### config.mk
export PLATFORM = sky130hd
export DESIGN_NAME = bisr_output_writeback_flat
export DESIGN_NICKNAME = d
export VERILOG_FILES = /design/src/rtl/bisr_output_writeback_pkg.sv /design/src/rtl/bisr_output_writeback_if.sv /design/src/rtl/bisr_output_writeback_fifo.sv /design/src/rtl/bisr_output_writeback.sv /design/src/flat_wrapper.sv
export SDC_FILE = /design/constraint.sdc
export NUM_CORES = 1
export LEC_CHECK = 0
export BUFFER_PORTS_ARGS = -buffer_cell sky130_fd_sc_hd__buf_2
export CAP_MARGIN = 15
export CORE_ASPECT_RATIO = 2
export CORE_UTILIZATION = 30
export CTS_CLUSTER_DIAMETER = 100
export DETAILED_ROUTE_END_ITERATION = 8
export PLACE_DENSITY = 0.48
export SYNTH_ARGS = -nofsm -noshare
export SYNTH_HDL_FRONTEND = slang
export SYNTH_HIERARCHICAL = 1
export SYNTH_SLANG_ARGS = --single-unit
### constraint.sdc
create_clock -name clk -period 14.9 [get_ports clk]
set_clock_uncertainty 0.2 [all_clocks]
set_input_delay 1.49 -clock clk [delete_from_list [all_inputs] [get_ports clk]]
set_output_delay 1.49 -clock clk [all_outputs]
set_load 0.005 [all_outputs]
### src/rtl/bisr_output_writeback_pkg.sv
// Shared types and constants for the BISR output write-back buffer.
// Word width follows `MEM_PORT_WIDTH (32 when the macro is not supplied).
// Optional per-lane parity storage is controlled by WB_PARITY_EN.
`ifndef MEM_PORT_WIDTH
`define MEM_PORT_WIDTH 32
`endif

package bisr_wb_pkg;

    localparam int WB_CNT_W     = 16;
    localparam int WB_ADDR_W    = 32;
    localparam int WB_WORD_SIZE = 8;
    localparam int WB_MEM_W     = `MEM_PORT_WIDTH;
    localparam int WB_LANES     = WB_MEM_W / WB_WORD_SIZE;

    typedef enum logic [1:0] {
        IDLE   = 2'd0,
        ACTIVE = 2'd1,
        DRAIN  = 2'd2,
        DONE   = 2'd3
    } wb_state_t;

    // One queued memory beat; parity travels with the data when enabled.
    typedef struct packed {
        logic [WB_ADDR_W-1:0] addr;
        logic [WB_MEM_W-1:0]  data;
`ifdef WB_PARITY_EN
        logic [WB_LANES-1:0]  parity;
`endif
    } wb_entry_t;

    // Even parity of every WB_WORD_SIZE lane of a memory beat.
    function automatic logic [WB_LANES-1:0] lane_parity(input logic [WB_MEM_W-1:0] d);
        logic [WB_LANES-1:0] p;
        p = '0;
        for (int i = 0; i < WB_LANES; i++) begin
            p[i] = ^d[i*WB_WORD_SIZE +: WB_WORD_SIZE];
        end
        return p;
    endfunction

endpackage

### src/rtl/bisr_output_writeback_if.sv
// Memory write channel of the write-back buffer (valid/ready, address, data).
// No latency of its own; purely a bundle of wires.
// Beats are held stable by the master while m_valid && !m_ready (WB_PARITY_EN adds m_parity).
interface bisr_output_writeback_if
    import bisr_wb_pkg::*;
#(
    parameter int MEM_PORT_WIDTH = WB_MEM_W
);
    logic                      m_valid;
    logic                      m_ready;
    logic [WB_ADDR_W-1:0]      m_addr;
    logic [MEM_PORT_WIDTH-1:0] m_data;
`ifdef WB_PARITY_EN
    logic [WB_LANES-1:0]       m_parity;

    modport master (output m_valid, output m_addr, output m_data, output m_parity, input m_ready);
    modport slave  (input m_valid, input m_addr, input m_data, input m_parity, output m_ready);
`else
    modport master (output m_valid, output m_addr, output m_data, input m_ready);
    modport slave  (input m_valid, input m_addr, input m_data, output m_ready);
`endif
endinterface

### src/rtl/bisr_output_writeback_fifo.sv
// Generic synchronous FIFO with wrap-bit pointers and a registered-storage head output.
// A push is visible at the head on the following cycle; no same-cycle bypass.
// Push while full is only taken together with a pop; head reads zero when empty.
module bisr_wb_fifo #(
    parameter  int WIDTH = 8,
    parameter  int DEPTH = 8,
    localparam int AW    = $clog2(DEPTH)
) (
    input  logic             clk,
    input  logic             rst,
    input  logic             push,
    input  logic             pop,
    input  logic [WIDTH-1:0] din,
    output logic [WIDTH-1:0] head,
    output logic             full,
    output logic             empty,
    output logic [AW:0]      count
);

    logic [AW:0]      wr_ptr;
    logic [AW:0]      rd_ptr;
    logic [WIDTH-1:0] store [DEPTH];
    logic             pop_ok;
    logic             push_ok;

    assign empty   = (wr_ptr == rd_ptr);
    assign full    = (wr_ptr[AW] != rd_ptr[AW]) && (wr_ptr[AW-1:0] == rd_ptr[AW-1:0]);
    assign count   = wr_ptr - rd_ptr;
    assign pop_ok  = pop && !empty;
    // When full, the slot being written is the one leaving through the head this cycle.
    assign push_ok = push && (!full || pop_ok);
    assign head    = empty ? '0 : store[rd_ptr[AW-1:0]];

    // Pointer update; reset empties the queue and discards any held beats.
    always_ff @(posedge clk or negedge rst) begin
        if (!rst) begin
            wr_ptr <= '0;
            rd_ptr <= '0;
        end else begin
            if (push_ok) wr_ptr <= wr_ptr + 1'b1;
            if (pop_ok)  rd_ptr <= rd_ptr + 1'b1;
        end
    end

    // Storage write; contents are meaningless until covered by the pointers.
    always_ff @(posedge clk) begin
        if (push_ok) store[wr_ptr[AW-1:0]] <= din;
    end

endmodule

### src/rtl/bisr_output_writeback.sv
// Captures the output-RAM write stream, queues it and drains it to memory; pulses done per job.
// Latency: a beat pushed at edge N is offered on the memory channel right after edge N.
// Backpressure: stall (registered) rises when free entries <= STALL_MARGIN; WB_PARITY_EN adds lane parity.
module bisr_output_writeback
    import bisr_wb_pkg::*;
#(
    parameter int WORD_SIZE      = WB_WORD_SIZE,
    parameter int MEM_PORT_WIDTH = WB_MEM_W,
    parameter int DEPTH          = 8,
    parameter int STALL_MARGIN   = 2
) (
    input  logic                      clk,
    input  logic                      rst,
    input  logic                      start,
    input  logic [WB_CNT_W-1:0]       expected_words,
    input  logic                      wr_en,
    input  logic [WB_ADDR_W-1:0]      wr_addr,
    input  logic [MEM_PORT_WIDTH-1:0] wr_data,
    output logic                      stall,
    bisr_output_writeback_if.master   mem,
    output logic                      busy,
    output logic                      done,
    output logic                      err_overflow,
    output logic                      err_unexpected
);

    localparam int AW   = $clog2(DEPTH);
    localparam int LANES = MEM_PORT_WIDTH / WORD_SIZE;

    wb_state_t           state;
    logic [WB_CNT_W-1:0] expected;
    logic [WB_CNT_W-1:0] push_cnt;
    logic [WB_CNT_W-1:0] pop_cnt;
    logic [WB_CNT_W-1:0] push_cnt_nxt;
    logic [WB_CNT_W-1:0] pop_cnt_nxt;

    wb_entry_t           push_entry;
    wb_entry_t           head_entry;
    logic                fifo_full;
    logic                fifo_empty;
    logic [AW:0]         fifo_count;
    logic [AW:0]         next_count;

    logic                room;
    logic                push;
    logic                pop;
    logic                drop;
    logic                stall_nxt;

    // Build the queued entry from the upstream write; parity is computed once, at push.
    always_comb begin
        push_entry      = '0;
        push_entry.addr = wr_addr;
        push_entry.data = wr_data;
`ifdef WB_PARITY_EN
        for (int i = 0; i < LANES; i++) begin
            push_entry.parity[i] = ^wr_data[i*WORD_SIZE +: WORD_SIZE];
        end
`endif
    end

    // A job accepts writes only while open and short of its word count.
    assign room  = (state == ACTIVE) && (push_cnt < expected);
    assign pop   = !fifo_empty && mem.m_ready;
    assign push  = wr_en && room && (!fifo_full || pop);
    assign drop  = wr_en && !push;

    assign push_cnt_nxt = push_cnt + WB_CNT_W'(push);
    assign pop_cnt_nxt  = pop_cnt + WB_CNT_W'(pop);
    assign next_count   = fifo_count + (AW+1)'(push) - (AW+1)'(pop);
    assign stall_nxt    = (((AW+1)'(DEPTH)) - next_count) <= (AW+1)'(STALL_MARGIN);

    bisr_wb_fifo #(
        .WIDTH ($bits(wb_entry_t)),
        .DEPTH (DEPTH)
    ) u_fifo (
        .clk   (clk),
        .rst   (rst),
        .push  (push),
        .pop   (pop),
        .din   (push_entry),
        .head  (head_entry),
        .full  (fifo_full),
        .empty (fifo_empty),
        .count (fifo_count)
    );

    assign mem.m_valid  = !fifo_empty;
    assign mem.m_addr   = head_entry.addr;
    assign mem.m_data   = head_entry.data;
`ifdef WB_PARITY_EN
    assign mem.m_parity = head_entry.parity;
`endif

    assign busy = (state != IDLE);

    // Registered back-pressure, looking at the occupancy after this edge.
    always_ff @(posedge clk or negedge rst) begin
        if (!rst) stall <= 1'b0;
        else      stall <= stall_nxt;
    end

    // Job FSM with word counters, done pulse and sticky error flags.
    always_ff @(posedge clk or negedge rst) begin
        if (!rst) begin
            state          <= IDLE;
            expected       <= '0;
            push_cnt       <= '0;
            pop_cnt        <= '0;
            done           <= 1'b0;
            err_overflow   <= 1'b0;
            err_unexpected <= 1'b0;
        end else begin
            done <= 1'b0;
            if (push) push_cnt <= push_cnt_nxt;
            if (pop)  pop_cnt  <= pop_cnt_nxt;

            // A write that the job wanted but could not store is an overflow;
            // anything else outside the job window is unexpected.
            if (drop) begin
                if (room && fifo_full) err_overflow   <= 1'b1;
                else                   err_unexpected <= 1'b1;
            end

            case (state)
                IDLE: begin
                    if (start) begin
                        expected <= expected_words;
                        push_cnt <= '0;
                        pop_cnt  <= '0;
                        if (expected_words == '0) begin
                            state <= DONE;
                            done  <= 1'b1;
                        end else begin
                            state <= ACTIVE;
                        end
                    end
                end
                ACTIVE: begin
                    if (push_cnt_nxt == expected) state <= DRAIN;
                end
                // Leave on the final handshake so done lands in the very next cycle.
                DRAIN: begin
                    if (pop_cnt_nxt == expected) begin
                        state <= DONE;
                        done  <= 1'b1;
                    end
                end
                DONE: begin
                    state <= IDLE;
                end
                default: begin
                    state <= IDLE;
                end
            endcase
        end
    end

endmodule
### src/flat_wrapper.sv
// flat-port wrapper written by rule: the top's interface ports become plain ports
module bisr_output_writeback_flat import bisr_wb_pkg::*;
#(
    parameter int WORD_SIZE      = WB_WORD_SIZE,
    parameter int MEM_PORT_WIDTH = WB_MEM_W,
    parameter int DEPTH          = 8,
    parameter int STALL_MARGIN   = 2
)
  (clk, rst, start, expected_words, wr_en, wr_addr, wr_data, stall, busy, done, err_overflow, err_unexpected, mem_m_valid, mem_m_addr, mem_m_data, mem_m_ready);
  bisr_output_writeback_if #(.MEM_PORT_WIDTH(MEM_PORT_WIDTH)) mem_i ();
  input  logic clk;
  input  logic rst;
  input  logic start;
  input  logic [WB_CNT_W-1:0] expected_words;
  input  logic wr_en;
  input  logic [WB_ADDR_W-1:0] wr_addr;
  input  logic [MEM_PORT_WIDTH-1:0] wr_data;
  output logic stall;
  output logic busy;
  output logic done;
  output logic err_overflow;
  output logic err_unexpected;
  output wire logic [$bits(mem_i.m_valid)-1:0] mem_m_valid;
  output wire logic [$bits(mem_i.m_addr)-1:0] mem_m_addr;
  output wire logic [$bits(mem_i.m_data)-1:0] mem_m_data;
  input wire logic [$bits(mem_i.m_ready)-1:0] mem_m_ready;
  assign mem_m_valid = mem_i.m_valid;
  assign mem_m_addr = mem_i.m_addr;
  assign mem_m_data = mem_i.m_data;
  assign mem_i.m_ready = mem_m_ready;
  bisr_output_writeback #(.WORD_SIZE(WORD_SIZE), .MEM_PORT_WIDTH(MEM_PORT_WIDTH), .DEPTH(DEPTH), .STALL_MARGIN(STALL_MARGIN)) u_core (.clk(clk), .rst(rst), .start(start), .expected_words(expected_words), .wr_en(wr_en), .wr_addr(wr_addr), .wr_data(wr_data), .stall(stall), .mem(mem_i), .busy(busy), .done(done), .err_overflow(err_overflow), .err_unexpected(err_unexpected));
endmodule
### Word level (Yosys, flattened, before mapping)

Memories as Yosys holds them, arrays and structs flattened.
Index checks and enable logic that the tools add are counted.

| word-level totals | value |
|---|---|
| register bits after elaboration | 62 |
| bits in writable memories | 512 |
| input port bits | 85 |
| output and inout port bits | 70 |
| logic and storage cells | 72 |
| memories | 1 |

Memories:

| memory | words | bits a word | read ports | clocked after memory_dff | wr ports | line | source |
|---|---|---|---|---|---|---|---|
| u_core.u_fifo.store | 8 | 64 | 1 | 0 | 1 | bisr_output_writeback_fifo.sv:22 | `logic [WIDTH-1:0] store [DEPTH];` |

| operators by class | value |
|---|---|
| add/sub/neg operators | 8 |
| order comparisons | 2 |
| equal/unequal tests | 11 |
| muxes and demuxes | 18 |
| bitwise gates (word level) | 1 |
| reductions and logical operators | 21 |

Operator list:

| operator | count |
|---|---|
| $mux W16 | 6 |
| $mux W64 | 1 |
| $add A16 B1 Y16 | 2 |
| $eq A16 B16 Y1 | 2 |
| $logic_not A16 Y1 | 1 |
| $lt A16 B16 Y1 | 1 |
| $logic_and A1 B1 Y1 | 9 |
| $add A4 B1 Y4 const B | 2 |
| $mux W2 | 4 |
| $pmux W2 S4 | 1 |
| $reduce_and A2 Y1 | 3 |
| $mux W1 | 5 |
| $add A4 B1 Y4 | 1 |
| $eq A2 B2 Y1 const B | 2 |
| $eq A4 B4 Y1 | 1 |
| $le A4 B2 Y1 const B | 1 |
| $ne A2 B2 Y1 const B | 2 |
| $sub A4 B1 Y4 | 1 |
| $sub A4 B4 Y4 | 1 |
| $sub A4 B4 Y4 const A | 1 |
| $eq A3 B3 Y1 | 1 |
| $logic_not A1 Y1 | 3 |
| $reduce_and A3 Y1 | 1 |
| $eq A2 B1 Y1 const B | 1 |
| other kinds (7) | 8 |

### Logic depth before layout (Yosys ltp)

| logic depth | value |
|---|---|
| word-level depth | 9 |
| depth in mapped cells | 22 |
| depth with buffers taken out | 19 |

### Cells and area by module

The synthesis kept the hierarchy.

By module, submodules not included:

| module | times used | cells an instance | area an instance (µm²) | sequential area each (µm²) |
|---|---|---|---|---|
| bisr_wb_fifo | 1 | 1,085 | 20,572.2 | 15,574.9 |
| bisr_output_writeback | 1 | 458 | 3,920.0 | 1,351.3 |

### Least setup slack after synthesis

OpenSTA, ideal clock, no wires.

| timing path | value |
|---|---|
| path kind | in2reg |
| start point | input port mem_m_ready |
| end point | memory u_core/u_fifo/store[4][0] in the netlist's numbering (enable) |
| arrival time | 8.503 ns |
| path slack | 5.553 ns |
| stages | 7 |
| buffers on the path | 1 |
| cells stage by stage | nand2_1 nand2_1 nand3b_1 clkbuf_1 nor2_1 nand2_1 nor4_1 |

| between the ends | value |
|---|---|
| word-level cells in the longest chain between the ends | 6 |
| elaborated cells between the ends (all ways) | 8 |

RTL lines:

| element | line | source |
|---|---|---|
| start: declaration | flat_wrapper.sv:26 | `input wire logic [$bits(mem_i.m_ready)-1:0] mem_m_ready;` |
| $logic_and A1 B1 Y1 | bisr_output_writeback.sv:64 | `assign pop = !fifo_empty && mem.m_ready;` |
| $logic_or A1 B1 Y1 | bisr_output_writeback.sv:65 | `assign push = wr_en && room && (!fifo_full \|\| pop);` |
| $logic_and A1 B1 Y1 | bisr_output_writeback.sv:65 |  |
| net u_core.push | bisr_output_writeback.sv:45 | `logic push;` |
| $logic_and A1 B1 Y1 | bisr_output_writeback_fifo.sv:31 | `assign push_ok = push && (!full \|\| pop_ok);` |
| $mux W1 | bisr_output_writeback_fifo.sv:47 | `if (push_ok) store[wr_ptr[AW-1:0]] <= din;` |
| $mux W1 (not written as such) | bisr_output_writeback_fifo.sv:47 |  |
| end: declaration | bisr_output_writeback_fifo.sv:22 |  |

The timed path passes the listed nets, and every way through them passes these cells.

### Final worst setup path

| timing path | value |
|---|---|
| start point | register u_core.u_fifo.rd_ptr[0] |
| end point | register u_core.state[1] |

| between the ends | value |
|---|---|
| word-level cells in the longest chain between the ends | 9 |
| elaborated cells between the ends (all ways) | 15 |

RTL lines:

| element | line | source |
|---|---|---|
| start: declaration | bisr_output_writeback_fifo.sv:21 | `logic [AW:0] rd_ptr;` |
| start signal: assignment | bisr_output_writeback_fifo.sv:41 | `if (pop_ok) rd_ptr <= rd_ptr + 1'b1;` |
| $eq A4 B4 Y1 | bisr_output_writeback_fifo.sv:26 | `assign empty = (wr_ptr == rd_ptr);` |
| net u_core.fifo_empty | bisr_output_writeback.sv:40 | `logic fifo_empty;` |
| $logic_not A1 Y1 | bisr_output_writeback.sv:64 |  |
| $logic_and A1 B1 Y1 | bisr_output_writeback.sv:64 |  |
| $logic_or A1 B1 Y1 | bisr_output_writeback.sv:65 |  |
| $logic_and A1 B1 Y1 | bisr_output_writeback.sv:65 |  |
| net u_core.push | bisr_output_writeback.sv:45 |  |
| $add A16 B1 Y16 | bisr_output_writeback.sv:68 | `assign push_cnt_nxt = push_cnt + WB_CNT_W'(push);` |
| $eq A16 B16 Y1 | bisr_output_writeback.sv:140 | `if (push_cnt_nxt == expected) state <= DRAIN;` |
| $ne A2 B2 Y1 (no source line) | -- |  |
| $reduce_and A3 Y1 (no source line) | -- |  |
| end signal: assignment | bisr_output_writeback.sv:140 |  |
| end signal: assignment | bisr_output_writeback.sv:145 | `state <= DONE;` |
| end signal: assignment | bisr_output_writeback.sv:150 | `state <= IDLE;` |
| end: declaration | bisr_output_writeback.sv:30 | `wb_state_t state;` |

The timed path passes the listed nets, and every way through them passes these cells.
A chain may end at the register's enable or synchronous reset.

==> metrics.md <==
| Metric | Value |
|---|---|
| Status | `complete, no violations` |
| FMAX | `between 0.1 and 0.15 GHz` |
| Total congestion overflow | `0` |
| Syn avg cell area | `around 16 um2` |
| CP required | `~15,000 ps` |
| Post-layout min period | `7000 ps` |
| Setup TNS | `0 ps` |
| Crit start category | `register` |
| Post-route ant nets | `0` |
| Layout Nets | `roughly 1,800` |
| Synthesized flop and latch total | `574` |
| Primary FF master, synth | `edfxtp_1` |
| CTS tree | `done` |
| First-pass GRT wire length | `~90,000 um` |
| CTS root buffer | `clkbuf_16` |
| WP data arrival | `about 7400 ps` |
| # Post-CTS Setup Buffers | `0` |
| Drc violations | `0` |
| Register area share after synthesis | `approximately 70%` |
| Async set-reset flop share out of synthesis | `between 10% and 20%` |
| H-tree depth | `2` |
| Area of the multi-input gates | `0.00700 mm2` |
| Antenna violations before repair | `14` |
| Filler cell count | `between 7,000 and 8,000` |
| Largest net degree at the start of global routing | `66` |
| Die H | `roughly 410 um` |
| Per-cell routed wire length | `about 22 um` |
| Worst relative slew slack | `around a quarter` |
| Clock buffer depth | `3` |
| GRT Overall Usage | `between 10 and 15%` |
| Post-synth cell types | `67` |
| Crit path kind | `register to register` |
| CP Max Fanout | `36` |
| Dpl hpwl | `34,700 um` |
| CTS resizes | `0` |
| CTS Hold Bufs | `0` |
| Starting DRT DRC Count | `670` |
| Worst-case vdd ir drop | `between 0.1 and 0.15 mV` |
| Final Hold Fails | `0` |
| Power density over cell area | `191 mW/mm2` |
| Drt first pass iters | `5` |
| Sink Count | `574` |
| Unrepaired setup endpoints after global routing | `no` |
| Seq pwr share | `between 30 and 40%` |
| Register area | `about 0.017 mm2` |
| CTS Buf Count | `52` |
| Layout area overhead | `14.6%` |
| Synth Warn # | `6` |
| Mapped Nets | `1,659` |
| Max cap viols | `0` |
| Synthesized instance count | `around 1,500` |
| Post-synth EDFFs | `~510` |
| Post-Syn Area | `0.0245 mm2` |
| Clk Latency, worst-skew pair | `between 600 and 700 ps` |
| Comb pwr share | `between 30 and 40%` |
| NetSw | `between 0.0015 and 0.002 W` |
| Place WS | `just under 8000 ps` |
| Layout cells sized above 1 | `about a fifth` |
| Int Pwr | `approximately 0.0034 W` |
| Setup violators final | `0` |
| Worst hold margin | `~270 ps` |
| Worst Tran Pin Value | `roughly 1100 ps` |
| PortBufs | `154` |
| Initial core utilization | `between 30% and 40%` |
| Boundary Pins | `~160` |
| Vias in the first global route | `around 14,000` |
| Switching Share | `around 36%` |
| Most frequent cells in the layout | `edfxtp_1, mux2i_1, buf_2, nand2_1, a22oi_1` |
| Hold Startpoint | `u_core/err_unexpected` |
| Worst setup margin | `slightly below 8000 ps` |
| Max-slew violations | `0` |
| Vias | `~14,000` |
| CP endpoint kind | `register` |
| Clock share of power | `between 20% and 30%` |
| Most common cell after layout, fill and taps aside | `edfxtp_1` |
| Die ar. | `0.0829 mm2` |
| Hold WC Path Type | `register to register` |
| Total wire length | `~60,000 um` |
| Num rows | `between 100 and 150` |
| R2R setup slack | `slightly below 8000 ps` |
| Core area | `0.0806 mm2` |
| Placer congestion estimate | `0.816` |
| Leak pwr | `slightly above 10 nW` |
| Die extent in x | `204 um` |
| Reg-to-Reg Start | `u_core/u_fifo/rd_ptr[0]` |
| Period utilisation layout | `47.0%` |
| Worst Setup SP | `u_core/u_fifo/rd_ptr[0]` |
| Vias/cell | `approximately 4.9` |
| CTS clk-pin slew, worst paths | `70 ps` |
## Yosys cell counts (4+ instances only)
master,count,area share (%)
edfxtp_1,512,63
mux2i_1,258,11
nand2_1,110,1.7
a22oi_1,66,2.0
dfrtp_1,62,6.3
a221oi_2,61,3.7
inv_1,38,0.58
clkbuf_1,33,0.51
nor2_1,33,0.51
o21ai_0,32,0.65
xnor2_1,30,1.1
a21oi_1,29,0.59
ha_1,29,1.5
buf_2,26,0.53
xor2_1,23,0.82
nand3_1,22,0.45
buf_4,15,0.46
nor3_1,15,0.31
nand4_1,14,0.36
o31ai_1,12,0.37
or4_1,12,0.37
buf_6,11,0.51
and3_1,9,0.23
or3_1,9,0.23
a21o_1,8,0.25
a221oi_1,6,0.21
nor4_1,6,0.15
nand2b_1,5,0.13
and4_1,4,0.14
o311ai_0,4,0.14
## metal layers
layer	up-vias	global-route usage [%]	wire length, um
met5	-	0	129
met3	108	3.11	2770
met4	20	4.86	1690
met2	276	26.7	31800
met1	6903	16.2	23500
li1	6353	-	-
## worst max-delay path: stages, from the launching register on
cell      delay [ps]
dfrtp_4          840
ha_1             410
nand4_4          510
inv_1            100
inv_1            100
nand2_1          320
nand2_1          170
nand3b_1         710
nor2_1           870
ha_1             350
ha_1             220
and2_2           190
nand2_1           80
or3_1            370
a221oi_1         260
nand4_1          200
o41a_1           510
a221oi_2         250
mux2i_1          230
## through the flow
| stage | instance area (um2) | power (W) | std cells | utilization [%] |
|---|---|---|---|---|
| final | 28100 | 0.00535 | 2777 | 34.8 |
| after global routing | 28100 | 0.00567 | 2775 | 34.8 |
| after CTS | 28100 | 0.00547 | 2775 | 34.8 |
| after detailed placement | 26400 | 0.00410 | 2681 | 32.7 |
| after global placement | 26400 | 0.00408 | 2681 | 32.7 |
| after floorplan | 24500 | 0.00338 | 1543 | - |
## power groups by stage
stage | Clock (W) | Sequential, W | Combinational [W]
2_1_floorplan | 0 | 0.00202 | 0.00136
6_report | 0.00134 | 0.00203 | 0.00197
4_1_cts | 0.00139 | 0.00203 | 0.00204
3_3_place_gp | 0 | 0.00206 | 0.00202
3_5_place_dp | 0 | 0.00207 | 0.00203
5_1_grt | 0.00145 | 0.00205 | 0.00217
## logic make-up after synthesis
group,synth area share [%]
multiplexers,10.6
XOR/XNOR,1.96
adder cells (fa/ha/maj),1.64
AO/OA/AOI/OAI,8.91
flip-flops,69.1
buffers and inverters,2.66
AND/OR/NAND/NOR,5.08
## flip-flops by register name, summed over array words and instances, names as in the netlist
signal and count:
u_core/state 2, u_core/err_overflow 1, u_core/u_fifo/store 512, u_core/u_fifo/wr_ptr 4, u_core/done 1, u_core/pop_cnt 16, u_core/err_unexpected 1, u_core/stall 1
u_core/u_fifo/rd_ptr 4, u_core/push_cnt 16, u_core/expected 16
## path summary, 6_finish.rpt
| check | end | cells past startpoint |
|---|---|---|
| setup / recovery | u_core/state[1] | 18 |
| hold / removal | u_core/err_unexpected | 1 |
| setup reg to reg | u_core/state[1] | 18 |
| hold reg to reg | u_core/err_unexpected | 1 |
| max in group asynchronous | u_core/u_fifo/rd_ptr[0] | 2 |
| min in group asynchronous | u_core/expected[2] | 2 |
## layout make-up
class,count,area share [%]
sequential,574,60.3
multi-input combinational,843,25.0
clock buffer,59,4.73
tap,1043,4.65
timing repair buffer,183,3.52
clock inverter,35,1.28
inverter,38,0.508
antenna,2,0.0178
(Power assumes the default switching activity.)
